### src/rtl/id_loop_ctrl_pkg.sv
// id_loop_ctrl_pkg
//   Opcode constants, instruction field positions and the loop-stack entry
//   type. These are shared by the decode-side loop controller and its loop
//   stack.
package id_loop_ctrl_pkg;

  localparam int unsigned LE_PC_W  = 16;
  localparam int unsigned LE_CNT_W = 8;

  // Instruction field positions
  localparam int unsigned OPC_HI = 31;
  localparam int unsigned OPC_LO = 27;
  localparam int unsigned TGT_HI = 15;
  localparam int unsigned TGT_LO = 0;
  localparam int unsigned CNT_HI = 23;
  localparam int unsigned CNT_LO = 16;

  localparam logic [4:0] OP_JMP     = 5'h1A;
  localparam logic [4:0] OP_LOOP    = 5'h12;
  localparam logic [4:0] OP_ENDLOOP = 5'h13;

  typedef struct packed {
    logic [LE_PC_W-1:0]  start;
    logic [LE_CNT_W-1:0] cnt;
  } loop_entry;

  function automatic logic [4:0] opcode_of(input logic [31:0] word);
    return word[OPC_HI:OPC_LO];
  endfunction

endpackage

### src/rtl/loop_stack.sv
// loop_stack
//   LIFO of LOOP_DEPTH loop_entry records. It holds the loop start address
//   and the number of iterations still to run for each nesting level.
//   Ports:
//     CLOCK_50, reset_n : clock and async active-low reset (clears all entries)
//     push, push_entry  : push a new entry (ignored when full)
//     pop               : drop the top entry (ignored when empty)
//     dec_top           : decrement the top entry's count
//     top               : current top entry ('0 when empty)
//     empty, full       : occupancy flags
//   The caller never asserts push and pop in the same cycle.
module loop_stack
  import id_loop_ctrl_pkg::*;
#(
  parameter int unsigned LOOP_DEPTH = 4
) (
  input  logic      CLOCK_50,
  input  logic      reset_n,
  input  logic      push,
  input  loop_entry push_entry,
  input  logic      pop,
  input  logic      dec_top,
  output loop_entry top,
  output logic      empty,
  output logic      full
);

  localparam int unsigned SP_W  = $clog2(LOOP_DEPTH + 1);
  localparam int unsigned IDX_W = (LOOP_DEPTH > 1) ? $clog2(LOOP_DEPTH) : 1;

  loop_entry       mem [LOOP_DEPTH];
  logic [SP_W-1:0] sp;
  logic [IDX_W-1:0] top_idx;
  logic [IDX_W-1:0] wr_idx;

  assign top_idx = IDX_W'(sp - 1'b1);
  assign wr_idx  = IDX_W'(sp);
  assign empty   = (sp == '0);
  assign full    = (sp == SP_W'(LOOP_DEPTH));
  assign top     = empty ? '0 : mem[top_idx];

  always_ff @(posedge CLOCK_50 or negedge reset_n) begin
    if (!reset_n) begin
      sp  <= '0;
      mem <= '{default: '0};
    end else if (push && !full) begin
      mem[wr_idx] <= push_entry;
      sp          <= sp + 1'b1;
    end else if (pop && !empty) begin
      sp <= sp - 1'b1;
    end else if (dec_top && !empty) begin
      mem[top_idx].cnt <= mem[top_idx].cnt - 1'b1;
    end
  end

endmodule

### src/rtl/id_loop_ctrl.sv
// id_loop_ctrl
//   Decode-side partner of the fetch stage. It resolves JMP, LOOP and
//   ENDLOOP locally with a hardware loop stack and redirects fetch. All
//   other instructions go to execute together with their PCs.
//   Ports:
//     CLOCK_50, reset_n : clock and async active-low reset
//     id_instr          : instruction word from fetch
//     fe_pc             : fetch PC; it belongs to the next id_instr word
//     ex_busy           : execute cannot accept this cycle
//     Stall             : freeze fetch (equal to ex_busy)
//     Loop, PC_in       : combinational fetch redirect and its target
//     ex_instr, ex_pc   : instruction and PC forwarded to execute
//     ex_valid          : ex_instr is a real instruction
//     loop_err          : sticky loop-stack overflow/underflow flag
module id_loop_ctrl
  import id_loop_ctrl_pkg::*;
#(
  parameter int unsigned LOOP_DEPTH = 4,
  parameter int unsigned CNT_W      = LE_CNT_W,
  parameter int unsigned PC_W       = LE_PC_W
) (
  input  logic            CLOCK_50,
  input  logic            reset_n,
  input  logic [31:0]     id_instr,
  input  logic [PC_W-1:0] fe_pc,
  input  logic            ex_busy,
  output logic            Stall,
  output logic            Loop,
  output logic [PC_W-1:0] PC_in,
  output logic [31:0]     ex_instr,
  output logic [PC_W-1:0] ex_pc,
  output logic            ex_valid,
  output logic            loop_err
);

  logic [PC_W-1:0]  id_pc;
  logic             sq;
  logic [4:0]       opcode;
  logic             is_jmp, is_loop, is_end, active;
  logic [CNT_W-1:0] loop_cnt;
  loop_entry        push_entry, st_top;
  logic             st_empty, st_full, push, pop, dec_top, err_set;

  assign opcode   = opcode_of(id_instr);
  assign is_jmp   = (opcode == OP_JMP);
  assign is_loop  = (opcode == OP_LOOP);
  assign is_end   = (opcode == OP_ENDLOOP);
  assign loop_cnt = id_instr[CNT_HI:CNT_LO];
  assign Stall    = ex_busy;
  // A word arriving right after a redirect is wrong-path and is never decoded.
  assign active   = !ex_busy && !sq;

  always_comb begin
    push_entry       = '0;
    push_entry.start = id_pc + 1'b1;
    push_entry.cnt   = (loop_cnt == '0) ? LE_CNT_W'(1) : loop_cnt;
  end

  // Gating with reset_n keeps Loop/PC_in at zero while reset is held,
  // whatever fetch presents on id_instr.
  always_comb begin
    Loop    = 1'b0;
    PC_in   = '0;
    push    = 1'b0;
    pop     = 1'b0;
    dec_top = 1'b0;
    err_set = 1'b0;
    if (reset_n && active) begin
      if (is_jmp) begin
        Loop  = 1'b1;
        PC_in = id_instr[TGT_HI:TGT_LO];
      end else if (is_loop) begin
        if (st_full) err_set = 1'b1;
        else         push    = 1'b1;
      end else if (is_end) begin
        if (st_empty) begin
          err_set = 1'b1;
        end else if (st_top.cnt > LE_CNT_W'(1)) begin
          Loop    = 1'b1;
          PC_in   = st_top.start;
          dec_top = 1'b1;
        end else begin
          pop = 1'b1;
        end
      end
    end
  end

  loop_stack #(
    .LOOP_DEPTH (LOOP_DEPTH)
  ) u_loop_stack (
    .CLOCK_50   (CLOCK_50),
    .reset_n    (reset_n),
    .push       (push),
    .push_entry (push_entry),
    .pop        (pop),
    .dec_top    (dec_top),
    .top        (st_top),
    .empty      (st_empty),
    .full       (st_full)
  );

  always_ff @(posedge CLOCK_50 or negedge reset_n) begin
    if (!reset_n) begin
      id_pc    <= '0;
      sq       <= 1'b0;
      ex_instr <= '0;
      ex_pc    <= '0;
      ex_valid <= 1'b0;
      loop_err <= 1'b0;
    end else if (!ex_busy) begin
      id_pc <= fe_pc;
      sq    <= Loop;
      if (err_set) loop_err <= 1'b1;
      if (sq || is_jmp || is_loop || is_end) begin
        ex_valid <= 1'b0;
      end else begin
        ex_instr <= id_instr;
        ex_pc    <= id_pc;
        ex_valid <= 1'b1;
      end
    end
  end

endmodule

### config.mk
export PLATFORM = sky130hd
export DESIGN_NAME = id_loop_ctrl
export DESIGN_NICKNAME = d
export VERILOG_FILES = /design/src/rtl/id_loop_ctrl_pkg.sv /design/src/rtl/loop_stack.sv /design/src/rtl/id_loop_ctrl.sv
export SDC_FILE = /design/constraint.sdc
export NUM_CORES = 1
export LEC_CHECK = 0
export ABC_CLOCK_PERIOD_IN_PS = 8600
export BUFFER_PORTS_ARGS = -buffer_cell sky130_fd_sc_hd__buf_4
export CORE_MARGIN = 4
export CORE_UTILIZATION = 30
export CTS_BUF_LIST = sky130_fd_sc_hd__clkbuf_4 sky130_fd_sc_hd__clkbuf_8
export DETAILED_ROUTE_END_ITERATION = 6
export PLACE_DENSITY = 0.55
export SLEW_MARGIN = 20
export SYNTH_ARGS = -nofsm -noshare
export SYNTH_HDL_FRONTEND = slang
export SYNTH_SLANG_ARGS = --single-unit
### constraint.sdc
create_clock -name CLOCK_50 -period 8.6 [get_ports CLOCK_50]
set_input_delay 0.86 -clock CLOCK_50 [delete_from_list [all_inputs] [get_ports CLOCK_50]]
set_output_delay 0.86 -clock CLOCK_50 [all_outputs]
set_load 0.05 [all_outputs]
# Word-level counts from Yosys, hierarchy flattened
# Index checks and enable logic that the tools add are counted.
# classes
n_bitwise	4
reduce_logical	21
muxes	47
add_sub_neg	4
n_eq_ne	5
magnitude_cmp	5
# op_table
cell	count
96-bit 2-to-1 mux	3
96-bit bitwise mux	2
24-bit demux with 2-bit select	2
16-bit 2-to-1 mux	6
24-bit 2-to-1 mux	4
24-bit binary-select mux with 2-bit select	1
1-bit 2-to-1 mux	25
16-bit by 1-bit adder with 16-bit output (second input constant)	1
8-bit 2-to-1 mux	2
5-bit == test (second input constant)	3
8-bit by 1-bit > comparator with 1-bit output (second input constant)	1
8-bit zero test	1
8-bit by 1-bit subtractor with 8-bit output (second input constant)	1
1-bit logical AND	7
3-bit >= comparator (second input constant)	2
3-bit by 1-bit < comparator with 1-bit output (second input constant)	2
3-bit 2-to-1 mux	2
2-bit NOT with 3-bit output	2
2-bit AND reduction	3
1-bit zero test	4
2-bit nonzero test	2
3-bit by 1-bit adder with 3-bit output (second input constant)	1
3-bit == test (second input constant)	1
3-bit zero test	1
4 further kinds	7
# totals
wordCells	101
inputBits	51
ff_bits	166
out_inout_bits	68

# Depth between registers and ports, before layout
# Gate-level depths: netlist of the first run.
# depth
ltp_word	17
depth_mapped	14

# Cells and area by module
# Synthesis of the first run repeated with hierarchy kept, for this count alone.
# hier_totals
cells_unflattened	777
area_unflattened_um2	8184.1
# by_module_without_submodules
module	instances	seq_area_each_um2	cells_each	area_per_inst_um2
loop_stack	1	2477.4	545	5099.9
id_loop_ctrl	1	1676.6	232	3084.2

# Worst setup path after synthesis of the first run
# Ideal clock, no wire load.
# synth_path
kind	register to output
start	reg u_loop_stack.sp[0]
end	out PC_in[4]
n_path_buf	5
t_arrival_ns	3.959
t_required_ns	7.740
path_stages_with_launch	13
slack_ns	3.781
cell_sequence	dfrtp_1 buf_6 buf_2 buf_1 inv_1 ha_1 clkbuf_1 mux4_2 nor3_1 a21oi_1 clkbuf_1 a22oi_1 nor2_1
# synth_between
elab_chain_len	13
# synth_lines
element	line	source
start: declaration	loop_stack.sv:32	logic [SP_W-1:0] sp;
start signal: assignment	loop_stack.sv:48	sp <= sp + 1'b1;
start signal: assignment	loop_stack.sv:50	sp <= sp - 1'b1;
3-bit by 1-bit subtractor with 3-bit output (*)	-	
named net u_loop_stack.top_idx[0]	loop_stack.sv:33	logic [IDX_W-1:0] top_idx;
2-bit NOT with 3-bit output (implied by the code) (*)	loop_stack.sv:40	assign top = empty ? '0 : mem[top_idx];
24-bit binary-select mux with 2-bit select (*)	loop_stack.sv:40	
24-bit 2-to-1 mux (*) (2 in a row)	-	
24-bit 2-to-1 mux (*)	loop_stack.sv:40	
8-bit by 1-bit > comparator with 1-bit output	id_loop_ctrl.sv:78	end else if (st_top.cnt > LE_CNT_W'(1)) begin
16-bit 2-to-1 mux (*)	id_loop_ctrl.sv:78	
16-bit 2-to-1 mux (*)	id_loop_ctrl.sv:76	if (st_empty) begin
16-bit 2-to-1 mux (*)	id_loop_ctrl.sv:75	end else if (is_end) begin
16-bit 2-to-1 mux (*)	id_loop_ctrl.sv:72	end else if (is_loop) begin
16-bit 2-to-1 mux (*)	id_loop_ctrl.sv:69	if (is_jmp) begin
16-bit 2-to-1 mux (*)	id_loop_ctrl.sv:68	if (reset_n && active) begin
end: declaration	id_loop_ctrl.sv:29	output logic [PC_W-1:0] PC_in,
# The timed path passes the listed nets; every way through them passes the cells marked *. The select of a mux whose other input is x is not followed.

# Worst setup path in the final report of the first run
# layout_path
start	reg u_loop_stack.sp[0]
end	out PC_in[7]
# The elaborated chain is that of the path after synthesis.

==> results of run 1 <==
power groups by stage:
stage	Sequential [mW]	Clock [mW]	Combinational [mW]
finish	0.972	0.642	1.04
global route	0.987	0.692	1.12
CTS	0.971	0.662	1.04
detailed placement	0.985	0	1.04
global placement	0.984	0	1.03
floorplan	1.08	0	0.647
synthesized netlist by cell type, types with 13 or more instances:
library cell,n,area (um^2)
xor2_1,14,123
and3_1,13,81.3
nor2_1,37,139
mux4_2,24,541
a22oi_1,20,150
a31oi_1,15,93.8
clkbuf_1,34,128
dfrtp_1,166,4150
o21ai_0,62,310
nand2_1,92,345
mux2_2,64,721
o2bb2ai_1,20,175
cell type report:
class,count,area [um^2]
inverters,9,33.8
well taps,335,419
repair buffers,128,965
fillers,2575,16500
multi-input cells,470,3570
flip-flops and latches,166,4150
clock buffers,19,255
clock inverters,12,193
cell families (layout without fill, tap and decap cells):
| kind of cell | Yosys count | in the layout | synth area share [%] |
|---|---|---|---|
| buffers and inverters | 55 | 168 | 2.84 |
| and+or+nand+nor | 193 | 193 | 11.4 |
| xor gates and xnor gates | 21 | 21 | 2.32 |
| AOI/OAI and AO/OA | 160 | 160 | 13.8 |
| muxes | 88 | 88 | 15.9 |
| DFF | 166 | 166 | 52.4 |
| adders and majority gates | 8 | 8 | 1.26 |
metrics by stage:
stage,cells,power (mW)
after floorplan,691,1.73
after global placement,1108,2.02
after detailed placement,1108,2.02
after CTS,1139,2.67
after global routing,1139,2.80
final,1139,2.65
state kept, by name, summed over array words and instances (netlist names):
signal and count:
u_loop_stack.mem 96, sq 1, ex_valid 1, loop_err 1, id_pc 16, ex_instr 32
u_loop_stack.sp 3, ex_pc 16
path summary, 6_finish.rpt:
path                                      startpoint                    to  depth (start not counted)  slack [ps]
worst max-delay path              u_loop_stack.sp[0]              PC_in[7]                         11        3780
worst min-delay path                         reset_n          ex_instr[16]                          1         330
worst max register to register    u_loop_stack.sp[0]   u_loop_stack.mem[7]                          9        4520
worst min register to register  u_loop_stack.mem[33]  u_loop_stack.mem[33]                          2         470
max in group asynchronous                    reset_n  u_loop_stack.mem[15]                          2        7000
min in group CLOCK_50           u_loop_stack.mem[33]  u_loop_stack.mem[33]                          2         470
per-layer routing:
metal	part of all wire, %	GRT usage (%)	up-vias
met5	0	0	-
met4	1.5	4.55	0
met3	6.5	3.42	22
met2	43	21.9	190
met1	49	22.1	2940
li1	-	-	2739
==> metrics.txt, run 1 <==
status=finished clean; Sw Share=39.1%; final WL=21500 um; critical path endpoint category=primary output; top achievable clock speed=208 MHz; Peak supply drop=145 uV; Primary FF master, synth=dfrtp_1; final slew viol count=0; Net Switching=1.04 mW; Worst-Margin Slew=1020 ps; Max stage delay on crit path=510 ps; Seq/Total Area, Yosys=52.4%; routability congestion estimate=0.845; total congestion overflow=0; CTS root buffer=clkbuf_8; post-cts sizing count=0; initial antenna violation count=0; fin crit period=4820 ps; Port Buffers=118; num rows=59; Hold-fix buffers, CTS=0; P_leak=4.18 nW; Synth async-reset ratio=100%; crit path kind=reg2out; chip height=171 um; Synth Cell Area=0.00793 mm^2; htree depth=4; worst hold slack=333 ps; Setup WS post-layout=3780 ps; final setup fails=0; Fin Clk Skew=17.2 ps; Post-CTS Setup Repair Bufs=0; first-pass GRT wire length=34000 um; Syn Nets=750; Max-Cap Viols=0; delay-heaviest family, CP=buffers and inverters; CTS buffer count=17; worst path bufs/invs=5; clk sinks=166; CTS clk-pin slew, worst paths=100 ps; layout net count=851; crit-path max FO=28; DRT iter0 DRCs=455; Yosys cell types=53; worst-path cell chain=buf_4 -> inv_1 -> ha_1 -> buf_4 -> mux4_2 -> nor4_2 -> a21oi_1 -> buf_4 -> a22oi_1 -> nor2_1 -> buf_4; Clk network pwr share=24.2%; crit start category=register; Worst path slowest cell=nor4_2; core area=0.0261 mm^2; post-DP HPWL=14600 um; most frequent cells in the layout=dfrtp_1 (166), buf_4 (127), nand2_1 (90); Post-Syn Area per Cell=11.5 um^2; GRT Util Overall=15.0%; finished layout cell area=0.00959 mm^2; Initial DRT Pass Iterations=5; Bufs on Longest Clock Path=2; sequential power share=36.6%; Die Area=0.0291 mm^2; Max transition margin=31.6%; total number of vias=5891; layout cell share with drive strength beyond 1=32.5%; Fin. Hold Viols=0; Area after DPL=0.00914 mm^2; largest net degree at the start of global routing=67; period utilization=56.0%; post-layout util=36.8%; Ant. Diodes=0; Gate power share=39.2%; post-DR vias/cell=5.17; DRC=0; synthesis warning total=0; IO Count=119; Initial Util=30.4%; WL/cell=18.9 um; vias in the first global route=5921; Critical Path RT=7740 ps; worst path arrival time=3960 ps; most common cell after layout, fill and taps aside=dfrtp_1; Hold WC Path Type=in2async; Most Frequent Cell on Critical Path=buf_4; Seq cells post-synth=166; Place WS=4190 ps; Cell Int Power=1.62 mW; die width=171 um; Synth Instances=691; RSZ-0062 raised after global routing=no; Antenna Nets Post-Route=0; Worst-Skew Late Latency=460 ps; Post-synth EDFFs=0; TritonCTS clock tree=built; Power Density=277 mW/mm^2; Layout area overhead=21.0%; setup TNS=0 ps
(Power assumes the default switching activity.)
==> inputs of run 2 (changes only) <==
- ABC_AREA: not set -> 1
- ABC_CLOCK_PERIOD_IN_PS: 8600 -> 4200
- PLACE_DENSITY: 0.55 -> 0.57
- clock period: 8.6 -> 4.2 ns (I/O delays scaled with it)
==> run 2 against run 1 <==
  * Count of clock-buffer cells in the layout unchanged
  * Via count increased by 24%
  * Cell area increased by 2.3%
  * Area after synthesis increased by 3.8%
  * Core utilization decreased by 0.42 points
  * Non-clock buffer count decreased by 2
  * Critical path depth increased by 2
  * Global-route usage increased by 0.67 points
==> metrics.txt, run 2 <==
worst-path cell chain=inv_2 -> ha_1 -> buf_4 -> nand3_1 -> nand2_1 -> nand2_1 -> nor2_1 -> nand2_2 -> nand2_1 -> inv_1 -> nand2_1 -> a21oi_1 -> buf_4 (was buf_4 -> inv_1 -> ha_1 -> buf_4 -> mux4_2 -> nor4_2 -> a21oi_1 -> buf_4 -> a22oi_1 -> nor2_1 -> buf_4); GR Util met2=23.0% (was 21.9%); Worst-Skew Late Latency=470 ps (was 460 ps); Critical Path RT=3780 ps (was 7740 ps); Hold WC Path Type=in2reg (was in2async); top achievable clock speed=262 MHz; layout net count=1221 (was 851); GRT Util Overall=15.6% (was 15.0%); Seq/Total Area, Yosys=50.5% (was 52.4%); Worst-Margin Slew=968 ps (was 1020 ps); most common cell after layout, fill and taps aside=nand2_1 (was dfrtp_1); main area contributors after synthesis=dfrtp_1 (51%), nand2_1 (17%), o21ai_0 (9.7%) (was dfrtp_1 (52%), mux2_2 (9.1%), mux4_2 (6.8%)); total number of vias=7323 (was 5891); worst path bufs/invs=4 (was 5); GR Util met3=3.84% (was 3.42%); Clk network pwr share=24.8% (was 24.2%); largest net degree at the start of global routing=74 (was 67); crit start category=register (unchanged); die width=174 um (was 171 um); RSZ-0062 raised after global routing=no (unchanged); initial antenna violation count=0 (unchanged); htree depth=4 (unchanged); grt peak-use layer=met1 (unchanged); Bufs on Longest Clock Path=2 (unchanged); critical path endpoint category=primary output (unchanged); Adder-Cell Fraction of Synth Area=1.22% (was 1.26%); total congestion overflow=0 (unchanged); compound-gate portion of the synthesized area=13.5% (was 13.8%); post-layout util=36.4% (was 36.8%); Gate power share=36.7% (was 39.2%); layout cell share with drive strength beyond 1=16.0% (was 32.5%); Synth Cell Area=0.00823 mm^2 (was 0.00793 mm^2); Yosys cell types=31 (was 53); Net Switching=1.98 mW (was 1.04 mW); post-DR vias/cell=4.83 (was 5.17); WL/cell=15.5 um (was 18.9 um); most frequent cells in the layout=nand2_1 (367), dfrtp_1 (166), o21ai_0 (160) (was dfrtp_1 (166), buf_4 (127), nand2_1 (90)); post-DP HPWL=16500 um (was 14600 um); post-synthesis mux area share=0% (was 15.9%); Top reg by flops=u_loop_stack.mem (unchanged); first-pass GRT wire length=38300 um (was 34000 um); Reg2Reg Depth=13 (was 9); crit-path max FO=25 (was 28); finished layout cell area=0.00981 mm^2 (was 0.00959 mm^2); Post-Synth Simple-Gate Area=27.0% (was 11.4%); post-cts sizing count=0 (unchanged); Ant. Diodes=0 (unchanged); routability congestion estimate=0.879 (was 0.845); Area after DPL=0.00939 mm^2 (was 0.00914 mm^2); Initial Util=30.5% (was 30.4%); sequential power share=38.6% (was 36.6%); fin crit period=3820 ps; TritonCTS clock tree=built (unchanged); Hold Path Depth=3; Largest regs=u_loop_stack.mem x96, ex_instr x32 (unchanged); Max stage delay on crit path=490 ps (was 510 ps); CTS buffer count=17 (unchanged); DRC=0 (unchanged); Post-synth EDFFs=0 (unchanged); final setup fails=0 (unchanged); Post-Syn Area per Cell=7.74 um^2 (was 11.5 um^2); Peak supply drop=189 uV (was 145 uV); Initial DRT Pass Iterations=5 (unchanged); Worst path slowest cell=inv_1 (was nor4_2); max FFs per register=96 (unchanged); setup TNS=0 ps (unchanged); P_leak=4.95 nW (was 4.18 nW); Die Area=0.0301 mm^2 (was 0.0291 mm^2); Primary FF master, synth=dfrtp_1 (unchanged); Seq cells post-synth=166 (unchanged); Syn Nets=1122 (was 750); Power Density=489 mW/mm^2 (was 277 mW/mm^2); num rows=60 (was 59); Sw Share=41.3% (was 39.1%); final WL=23500 um (was 21500 um); Cell Int Power=2.82 mW (was 1.62 mW); most frequent cells after synthesis=nand2_1 (367), dfrtp_1 (166), o21ai_0 (160) (was dfrtp_1 (166), nand2_1 (92), mux2_2 (64)); Place WS=889 ps (was 4190 ps); Synth Instances=1063 (was 691); chip height=174 um (was 171 um); met1 Track Usage GR=23.1% (was 22.1%); Max transition margin=35.4% (was 31.6%); Antenna Nets Post-Route=0 (unchanged); most frequent cell after synthesis=nand2_1 (was dfrtp_1); delay-heaviest family, CP=buffers and inverters (unchanged); core area=0.0270 mm^2 (was 0.0261 mm^2); Setup WS post-layout=380 ps (was 3780 ps); DRT iter0 DRCs=511 (was 455); final slew viol count=0 (unchanged); CTS root buffer=clkbuf_8 (unchanged); Max-Cap Viols=0 (unchanged); Port Buffers=118 (unchanged); IO Count=119 (unchanged); Synth async-reset ratio=100% (unchanged); Layout area overhead=19.2% (was 21.0%); largest family of logic cells by synthesized area=simple AND/OR/NAND/NOR gates (was multiplexers); area leader, netlist=dfrtp_1 (unchanged); CTS clk-pin slew, worst paths=90 ps (was 100 ps); Fin Clk Skew=19.1 ps (was 17.2 ps); status=finished clean (unchanged); Fin. Hold Viols=0 (unchanged); top cell type's share of synthesized area=50.5% (was 52.4%); worst path arrival time=3400 ps (was 3960 ps); vias in the first global route=7240 (was 5921); crit path kind=reg2out (unchanged); cell count along the critical path=13 (was 11); clk sinks=166 (unchanged); Most Frequent Cell on Critical Path=nand2_1 (was buf_4); period utilization=91.0%; synthesis warning total=0 (unchanged); Synth Area in XOR/XNOR=1.38% (was 2.32%)
-- run 2: cell types whose count changed in the layout (fill, tap and decap cells not counted), moves of 15 or more --
cell	change
nand2_1	+277
o21ai_0	+98
nand3_1	+71
inv_1	+65
mux2_2	-64
mux4_2	-24
a22oi_1	-20
o22ai_1	+20
o2bb2ai_1	-20
a21oi_1	+15
a31oi_1	-15
-- run 2: worst min-delay path, cell delays in order --
cell and delay (ps):
buf_4 80, nand2_1 40, o21ai_0 60
-- run 2: final timing paths --
path | start | endpoint | slack [ps]
setup reg to reg | u_loop_stack.sp[0] | u_loop_stack.mem[75] | 960
min in group asynchronous | reset_n | id_pc[12] | 390
setup / recovery | u_loop_stack.sp[0] | PC_in[8] | 380
max in group asynchronous | reset_n | u_loop_stack.mem[20] | 2520
hold / removal | fe_pc[1] | id_pc[1] | 160
hold reg to reg | u_loop_stack.mem[73] | u_loop_stack.mem[73] | 480
-- run 2: cell type report --
cell class	instances	area, um^2
clock buffers	19	255
clock inverters	13	148
fillers	2843	17100
inverters	85	319
multi-input cells	766	3550
flip-flops and latches	166	4150
well taps	341	427
repair buffers	126	952
-- run 2: cells by family (layout without fill, tap and decap cells) --
group,Yosys count,after routing
AOI/OAI and AO/OA,215,215
adders and majority gates,8,8
and+or+nand+nor,530,530
DFF,166,166
xor gates and xnor gates,13,13
buffers and inverters,131,243
-- run 2: what timing repair did --
| item | CTS | global route |
|---|---|---|
| endpoints found under the hold margin | 32 | 0 |
| setup buffers | 0 | 0 |
| hold buffers | 1 | 0 |
-- run 2: power groups by stage --
stage                     registers, mW  logic [mW]  clock network, mW
after detailed placement           1.88        1.75                  0
after floorplan                    2.08        1.01                  0
after global routing               1.87        1.95               1.28
after CTS                          1.85        1.76               1.22
final                              1.85        1.76               1.19
after global placement             1.88        1.75                  0
-- run 2: through the flow --
stage	power, mW	instances	hold slack [ps]
global route	5.10	1516	154
finish	4.80	1516	161
floorplan	3.09	1063	124
CTS	4.84	1516	133
global placement	3.63	1483	330
detailed placement	3.63	1483	330
-- run 2: per-layer routing --
layer / vias to the layer above / wire [um]
met3: 21 / 1480
met4: 0 / 334
li1: 3639 / -
met5: - / 0
met2: 228 / 9750
met1: 3435 / 11900
